$ cat src/rtl/exe_stage_ctrl_pkg.sv
// Shared definitions for the EXE stage controller: state encodings, default
// outstanding-request depth and the helper that picks the EXE entry state.
package exe_stage_ctrl_pkg;

   typedef enum logic [1:0] {
      EXE_IDLE = 2'd0,
      EXE_REQ  = 2'd1,
      EXE_DIV  = 2'd2,
      EXE_DONE = 2'd3
   } exe_state_e;

   localparam int unsigned MAX_OUTSTANDING_DEF = 2;
   localparam int unsigned CNT_W_DEF           = 2;

   // An instruction that already carries an exception does no SRAM or divider work.
   function automatic exe_state_e entry_state(input logic has_ex,
                                              input logic need_mem,
                                              input logic is_div);
      exe_state_e st;
      if (has_ex)        st = EXE_DONE;
      else if (need_mem) st = EXE_REQ;
      else if (is_div)   st = EXE_DIV;
      else               st = EXE_DONE;
      return st;
   endfunction

endpackage

$ cat src/rtl/exe_stage_ctrl_if.sv
// Handshake bundle between the EXE controller and its neighbours (ID, MEM, WB,
// divider, data SRAM). slave = controller side, master = environment side.
interface exe_stage_ctrl_if;

   logic id_to_exe_valid;
   logic id_need_mem;
   logic id_is_div;
   logic id_has_ex;
   logic flush;
   logic mem_allow_in;
   logic div_done;
   logic data_addr_ok;
   logic data_data_ok;

   logic exe_allow_in;
   logic exe_load_en;
   logic exe_valid;
   logic exe_ready_go;
   logic exe_to_mem_valid;
   logic div_start;
   logic data_req;
   logic mem_data_ok;
   logic cancel_pending;

   modport slave (
      input  id_to_exe_valid, id_need_mem, id_is_div, id_has_ex, flush,
             mem_allow_in, div_done, data_addr_ok, data_data_ok,
      output exe_allow_in, exe_load_en, exe_valid, exe_ready_go,
             exe_to_mem_valid, div_start, data_req, mem_data_ok, cancel_pending
   );

   modport master (
      output id_to_exe_valid, id_need_mem, id_is_div, id_has_ex, flush,
             mem_allow_in, div_done, data_addr_ok, data_data_ok,
      input  exe_allow_in, exe_load_en, exe_valid, exe_ready_go,
             exe_to_mem_valid, div_start, data_req, mem_data_ok, cancel_pending
   );

endinterface

$ cat src/rtl/exe_stage_ctrl_sram_cancel_tracker.sv
// Counts accepted data-SRAM requests awaiting data_ok and, after a flush, how many
// of those returns belong to squashed instructions and must be swallowed.
module exe_stage_ctrl_sram_cancel_tracker
   import exe_stage_ctrl_pkg::*;
#(
   parameter int unsigned MAX_OUTSTANDING = MAX_OUTSTANDING_DEF,
   parameter int unsigned CNT_W           = CNT_W_DEF
) (
   input  logic clk,
   input  logic resetn,
   input  logic accept_i,
   input  logic data_ok_i,
   input  logic flush_i,
   output logic full_o,
   output logic mem_data_ok_o,
   output logic cancel_pending_o
);

   logic [CNT_W-1:0] outstanding_q, outstanding_d;
   logic [CNT_W-1:0] cancel_cnt_q, cancel_cnt_d;
   logic             discard;

   always_ff @(posedge clk or negedge resetn) begin
      if (!resetn) begin
         outstanding_q <= '0;
         cancel_cnt_q  <= '0;
      end else begin
         outstanding_q <= outstanding_d;
         cancel_cnt_q  <= cancel_cnt_d;
      end
   end

   // Returns are in order, so the oldest cancel_cnt returns are the squashed ones.
   always_comb begin
      discard       = data_ok_i && (cancel_cnt_q != '0);
      outstanding_d = outstanding_q + CNT_W'(accept_i) - CNT_W'(data_ok_i);
      cancel_cnt_d  = cancel_cnt_q;
      if (flush_i)      cancel_cnt_d = outstanding_d;
      else if (discard) cancel_cnt_d = cancel_cnt_q - CNT_W'(1);
   end

   assign full_o           = (outstanding_q >= CNT_W'(MAX_OUTSTANDING));
   assign mem_data_ok_o    = data_ok_i && !discard;
   assign cancel_pending_o = (cancel_cnt_q != '0);

endmodule

$ cat src/rtl/exe_stage_ctrl.sv
// EXE pipeline-register sequencer: valid/handshake, divider start, data-SRAM request
// and flush handling; in-flight SRAM bookkeeping lives in the tracker sub-module.
//
//   state    | meaning
//   ---------+-----------------------------------------------------------
//   EXE_IDLE | EXE register empty
//   EXE_REQ  | load/store waiting for data SRAM to accept the address
//   EXE_DIV  | divide in progress, waiting for div_done
//   EXE_DONE | work complete, waiting for MEM to take the instruction
module exe_stage_ctrl
   import exe_stage_ctrl_pkg::*;
#(
   parameter int unsigned MAX_OUTSTANDING = MAX_OUTSTANDING_DEF,
   parameter int unsigned CNT_W           = CNT_W_DEF
) (
   input logic             clk,
   input logic             resetn,
   exe_stage_ctrl_if.slave bus
);

   exe_state_e state_q, state_d;
   exe_state_e entry;
   logic       div_first_q, div_first_d;

   logic allow_in;
   logic load_en;
   logic req_raw;
   logic accept;
   logic full;
   logic trk_mem_data_ok;
   logic trk_cancel_pending;

   always_ff @(posedge clk or negedge resetn) begin
      if (!resetn) begin
         state_q     <= EXE_IDLE;
         div_first_q <= 1'b0;
      end else begin
         state_q     <= state_d;
         div_first_q <= div_first_d;
      end
   end

   always_comb begin
      state_d     = state_q;
      div_first_d = 1'b0;
      if (bus.flush) begin
         state_d = EXE_IDLE;
      end else if (load_en) begin
         state_d     = entry;
         div_first_d = (entry == EXE_DIV);
      end else begin
         unique case (state_q)
            EXE_DONE: if (bus.mem_allow_in) state_d = EXE_IDLE;
            EXE_REQ:  if (accept) state_d = EXE_DONE;
            EXE_DIV:  if (bus.div_done && !div_first_q) state_d = EXE_DONE;
            default:  state_d = state_q;
         endcase
      end
   end

   // The accept is taken from the unflushed request: an address the SRAM latches in
   // the flush cycle is still in flight and must be counted for cancellation.
   always_comb begin
      entry    = entry_state(bus.id_has_ex, bus.id_need_mem, bus.id_is_div);
      allow_in = (state_q == EXE_IDLE) || ((state_q == EXE_DONE) && bus.mem_allow_in);
      load_en  = allow_in && bus.id_to_exe_valid && !bus.flush;
      req_raw  = (state_q == EXE_REQ) && !full;
      accept   = req_raw && bus.data_addr_ok;
   end

   assign bus.exe_allow_in     = allow_in;
   assign bus.exe_load_en      = load_en;
   assign bus.exe_valid        = (state_q != EXE_IDLE);
   assign bus.exe_ready_go     = (state_q == EXE_DONE);
   assign bus.exe_to_mem_valid = (state_q == EXE_DONE);
   assign bus.data_req         = req_raw && !bus.flush;
   assign bus.div_start        = (state_q == EXE_DIV) && div_first_q && !bus.flush;
   assign bus.mem_data_ok      = trk_mem_data_ok;
   assign bus.cancel_pending   = trk_cancel_pending;

   exe_stage_ctrl_sram_cancel_tracker #(
      .MAX_OUTSTANDING (MAX_OUTSTANDING),
      .CNT_W           (CNT_W)
   ) u_trk (
      .clk              (clk),
      .resetn           (resetn),
      .accept_i         (accept),
      .data_ok_i        (bus.data_data_ok),
      .flush_i          (bus.flush),
      .full_o           (full),
      .mem_data_ok_o    (trk_mem_data_ok),
      .cancel_pending_o (trk_cancel_pending)
   );

endmodule

$ cat src/flat_wrapper.sv
// flat-port wrapper written by rule: the top's interface ports become plain ports
module exe_stage_ctrl_flat import exe_stage_ctrl_pkg::*;
#(
   parameter int unsigned MAX_OUTSTANDING = MAX_OUTSTANDING_DEF,
   parameter int unsigned CNT_W           = CNT_W_DEF
)
  (clk, resetn, bus_id_to_exe_valid, bus_id_need_mem, bus_id_is_div, bus_id_has_ex, bus_flush, bus_mem_allow_in, bus_div_done, bus_data_addr_ok, bus_data_data_ok, bus_exe_allow_in, bus_exe_load_en, bus_exe_valid, bus_exe_ready_go, bus_exe_to_mem_valid, bus_div_start, bus_data_req, bus_mem_data_ok, bus_cancel_pending);
  exe_stage_ctrl_if bus_i ();
  input logic clk;
  input logic resetn;
  input wire logic [$bits(bus_i.id_to_exe_valid)-1:0] bus_id_to_exe_valid;
  input wire logic [$bits(bus_i.id_need_mem)-1:0] bus_id_need_mem;
  input wire logic [$bits(bus_i.id_is_div)-1:0] bus_id_is_div;
  input wire logic [$bits(bus_i.id_has_ex)-1:0] bus_id_has_ex;
  input wire logic [$bits(bus_i.flush)-1:0] bus_flush;
  input wire logic [$bits(bus_i.mem_allow_in)-1:0] bus_mem_allow_in;
  input wire logic [$bits(bus_i.div_done)-1:0] bus_div_done;
  input wire logic [$bits(bus_i.data_addr_ok)-1:0] bus_data_addr_ok;
  input wire logic [$bits(bus_i.data_data_ok)-1:0] bus_data_data_ok;
  output wire logic [$bits(bus_i.exe_allow_in)-1:0] bus_exe_allow_in;
  output wire logic [$bits(bus_i.exe_load_en)-1:0] bus_exe_load_en;
  output wire logic [$bits(bus_i.exe_valid)-1:0] bus_exe_valid;
  output wire logic [$bits(bus_i.exe_ready_go)-1:0] bus_exe_ready_go;
  output wire logic [$bits(bus_i.exe_to_mem_valid)-1:0] bus_exe_to_mem_valid;
  output wire logic [$bits(bus_i.div_start)-1:0] bus_div_start;
  output wire logic [$bits(bus_i.data_req)-1:0] bus_data_req;
  output wire logic [$bits(bus_i.mem_data_ok)-1:0] bus_mem_data_ok;
  output wire logic [$bits(bus_i.cancel_pending)-1:0] bus_cancel_pending;
  assign bus_i.id_to_exe_valid = bus_id_to_exe_valid;
  assign bus_i.id_need_mem = bus_id_need_mem;
  assign bus_i.id_is_div = bus_id_is_div;
  assign bus_i.id_has_ex = bus_id_has_ex;
  assign bus_i.flush = bus_flush;
  assign bus_i.mem_allow_in = bus_mem_allow_in;
  assign bus_i.div_done = bus_div_done;
  assign bus_i.data_addr_ok = bus_data_addr_ok;
  assign bus_i.data_data_ok = bus_data_data_ok;
  assign bus_exe_allow_in = bus_i.exe_allow_in;
  assign bus_exe_load_en = bus_i.exe_load_en;
  assign bus_exe_valid = bus_i.exe_valid;
  assign bus_exe_ready_go = bus_i.exe_ready_go;
  assign bus_exe_to_mem_valid = bus_i.exe_to_mem_valid;
  assign bus_div_start = bus_i.div_start;
  assign bus_data_req = bus_i.data_req;
  assign bus_mem_data_ok = bus_i.mem_data_ok;
  assign bus_cancel_pending = bus_i.cancel_pending;
  exe_stage_ctrl #(.MAX_OUTSTANDING(MAX_OUTSTANDING), .CNT_W(CNT_W)) u_core (.clk(clk), .resetn(resetn), .bus(bus_i));
endmodule
$ cat config.mk
export PLATFORM = sky130hd
export DESIGN_NAME = exe_stage_ctrl_flat
export DESIGN_NICKNAME = d
export VERILOG_FILES = /design/src/rtl/exe_stage_ctrl_pkg.sv /design/src/rtl/exe_stage_ctrl_if.sv /design/src/rtl/exe_stage_ctrl_sram_cancel_tracker.sv /design/src/rtl/exe_stage_ctrl.sv /design/src/flat_wrapper.sv
export SDC_FILE = /design/constraint.sdc
export NUM_CORES = 1
export LEC_CHECK = 0
export ABC_AREA = 1
export CAP_MARGIN = 20
export CORE_MARGIN = 8
export CORE_UTILIZATION = 35
export CTS_CLUSTER_DIAMETER = 80
export DETAILED_ROUTE_END_ITERATION = 8
export PLACE_DENSITY = 0.76
export SETUP_SLACK_MARGIN = 0.5
export SYNTH_ARGS = -nofsm -noshare
export SYNTH_HDL_FRONTEND = slang
export SYNTH_SLANG_ARGS = --single-unit
$ cat constraint.sdc
create_clock -name clk -period 3.13 [get_ports clk]
set_input_delay 0.313 -clock clk [delete_from_list [all_inputs] [get_ports clk]]
set_output_delay 0.313 -clock clk [all_outputs]
set_load 0.01 [all_outputs]
==> results.md <==
* CTS Sinks at 7
* Area Growth Syn to Fin at 37.6%
* Final hold violation count at 0
* # nets final at 115
* Cells after synthesis at 75
* Via density at between 4 and 5
* VDD IR max at 385 uV
* Post-CTS Hold Buffers at 0
* DP HPWL at 965 um
* Fillcell total at 149
* Post-cts resize count at 0
* Power Dens Cells at around 750 nW/um^2
* Detailed Routing Iterations Pass 1 at 4
* Post-route minimum period at 2.13 ns
* Post-synth EDFFs at 0
* Maximum clock rate at 0.470 GHz
* PnR worst setup slack at 1.00 ns
* Final setup viols at 0
* Largest net degree at the start of global routing at 9
* Max Cap Viol at 0
* Inserted Clock Buffers at 3
* Diode count at 0
* Status: finished, final reports clean
* Clk buf depth at 2
* Cell variety after synth at 21
* Yosys warning total at 0
* Pre-CTS setup slack at 1.00 ns
* Initial antenna violation count at 0
* Wire length per cell at 10.0 um
* Overall routing resource usage at 7.22%
* Synth Register Bits at 7
* Die height at 56.7 um
* Clock-pin slew on the worst setup and hold paths at around 0.05 ns
* Count leader, synth: nand2_1
* Final Util at 52.3%
* Headroom to the max-slew limit at just over 70%
* Pwr Total at about 600 uW
* Post-CTS setup buffers at 0
* Setup TNS at 0 ns
* CP endpoint kind: output port
* Grt total ovfl at 0
* Clock network latency to the later pin of the worst-skew pair at around 0.25 ns
* Starting density of the core at 38.0%
* Root Buffer: clkbuf_4
* Gpl congestion at 0.810
* Syn_nets at 93
* Post-route DRC at 0
* Top Ports at 20
* Setup CP Type: in -> out
* Die ar. at 3210 sq um
* Largest fanout on the critical path at 8
* Rows at 14
* Via count at 504
* Share of cells above drive strength 1 at a little over a tenth
* Most frequent cells after synthesis: nand2_1 (21), inv_1 (16), dfrtp_1 (7), ha_1 (7), nor2_1 (3)
* Die X at around 57 um
* Syn Area/Cell at 7.72 sq um
* Fraction of registers with async set/reset at 100%
* Total Wirelength at 1120 um
* Syn Std Cell Area at between 500 and 600 sq um
* Synth area leaders: dfrtp_1 (30%), ha_1 (15%), nand2_1 (14%)
* Final-report max-slew violation count at 0
* First-pass GRT wire length at around 1900 um
* Main synth FF type: dfrtp_1
* Worst Tran Pin Value at 0.417 ns
* Vias in the first global route at around 490
* TritonCTS clock tree: yes
* Core area at 1520 sq um
* Crit share post-route at 67.9%
* H-tree depth at 1
* Post-synth top area cell: dfrtp_1
* Type of the most critical hold path: in -> async
* Post-DRT Antenna Nets at 0
* Req. time, crit path at 2.82 ns
* Hold slack final at 0.320 ns
* RSZ-0062 raised after global routing: false
* Skew final at around 0.0054 ns
* Number of DRC markers in iteration 0 at 5
* Worst Setup Start Kind: input pin
* Leakage at 0.000422 uW
* Area share of the largest cell type after synthesis at a little under a third
* CP arrival at about 1.8 ns
* Sequential share of the synthesized area at 30.2%
* Buffers added on ports at 19
-- placed cells by master, fill, tap and decap left out, drive strengths merged --
master	count
o21ai	3
nand2	24
clkdlybuf4s50	19
xor2	1
inv	17
nand3	2
ha	7
clkbuf	4
a31oi	1
a21oi	1
nor2	5
o211ai	1
nor3	2
dfrtp	7
xnor2	2
-- critical path: stages --
cell,delay [ns]
clkdlybuf4s50_1,0.61
nor2_8,0.19
nand2_4,0.10
inv_1,0.06
clkdlybuf4s50_1,0.53
-- final timing paths --
kind	startpoint	endpoint	slack (ns)	cells after the start
setup / recovery	bus_flush	bus_exe_load_en	1.00	5
hold / removal	resetn	u_core.u_trk.outstanding_q[0]	0.32	1
setup reg to reg	u_core.state_q[1]	u_core.u_trk.cancel_cnt_q[1]	1.23	12
hold reg to reg	u_core.u_trk.outstanding_q[0]	u_core.u_trk.outstanding_q[0]	0.49	1
max in group asynchronous	resetn	u_core.u_trk.cancel_cnt_q[1]	2.57	1
min in group clk	u_core.u_trk.outstanding_q[0]	u_core.u_trk.outstanding_q[0]	0.49	1
-- routing by layer --
layer / global-route usage (%) / wire length [um] / share of wire, %
met5: 0 / 0 / 0
met1: 8.03 / 513 / 46
met3: 3.82 / 70 / 6.2
met2: 11.6 / 540 / 48
met4: 2.06 / 0 / 0
-- area by class of cell --
type                    instances  area (sq um)  area share [%]
well taps                      16          20.0            2.51
flip-flops and latches          7           175            22.0
inverters                      17          63.8            8.01
repair buffers                 19           190            23.9
clock buffers                   4          26.3            3.30
multi-input cells              49           322            40.3
-- where the power goes --
part	switching [uW]	leakage, uW	internal, uW
Clock	31.5	0.0000150	48.5
Sequential	28.8	0.0000869	130
Combinational	184	0.000320	174
Total	244	0.000422	353
-- sequential cells by signal, summed over array words and instances (netlist names) --
| name | flops |
|---|---|
| u_core.u_trk.outstanding_q | 2 |
| u_core.state_q | 2 |
| u_core.div_first_q | 1 |
| u_core.u_trk.cancel_cnt_q | 2 |
-- cells by family (layout without fill, tap and decap cells) --
group	count (synthesis)	count (layout)	share of synthesized area (%)
and+or+nand+nor	33	33	29.4
buffers and inverters	19	40	14.3
adders and majority gates	7	7	15.1
DFF	7	7	30.2
AOI/OAI and AO/OA	6	6	6.48
xor gates and xnor gates	3	3	4.54
-- through the flow --
stage,cell area [sq um],cells
3_3_place_gp,771,108
5_1_grt,797,112
6_report,797,112
2_1_floorplan,579,75
4_1_cts,797,112
3_5_place_dp,771,108
(Power assumes the default switching activity.)
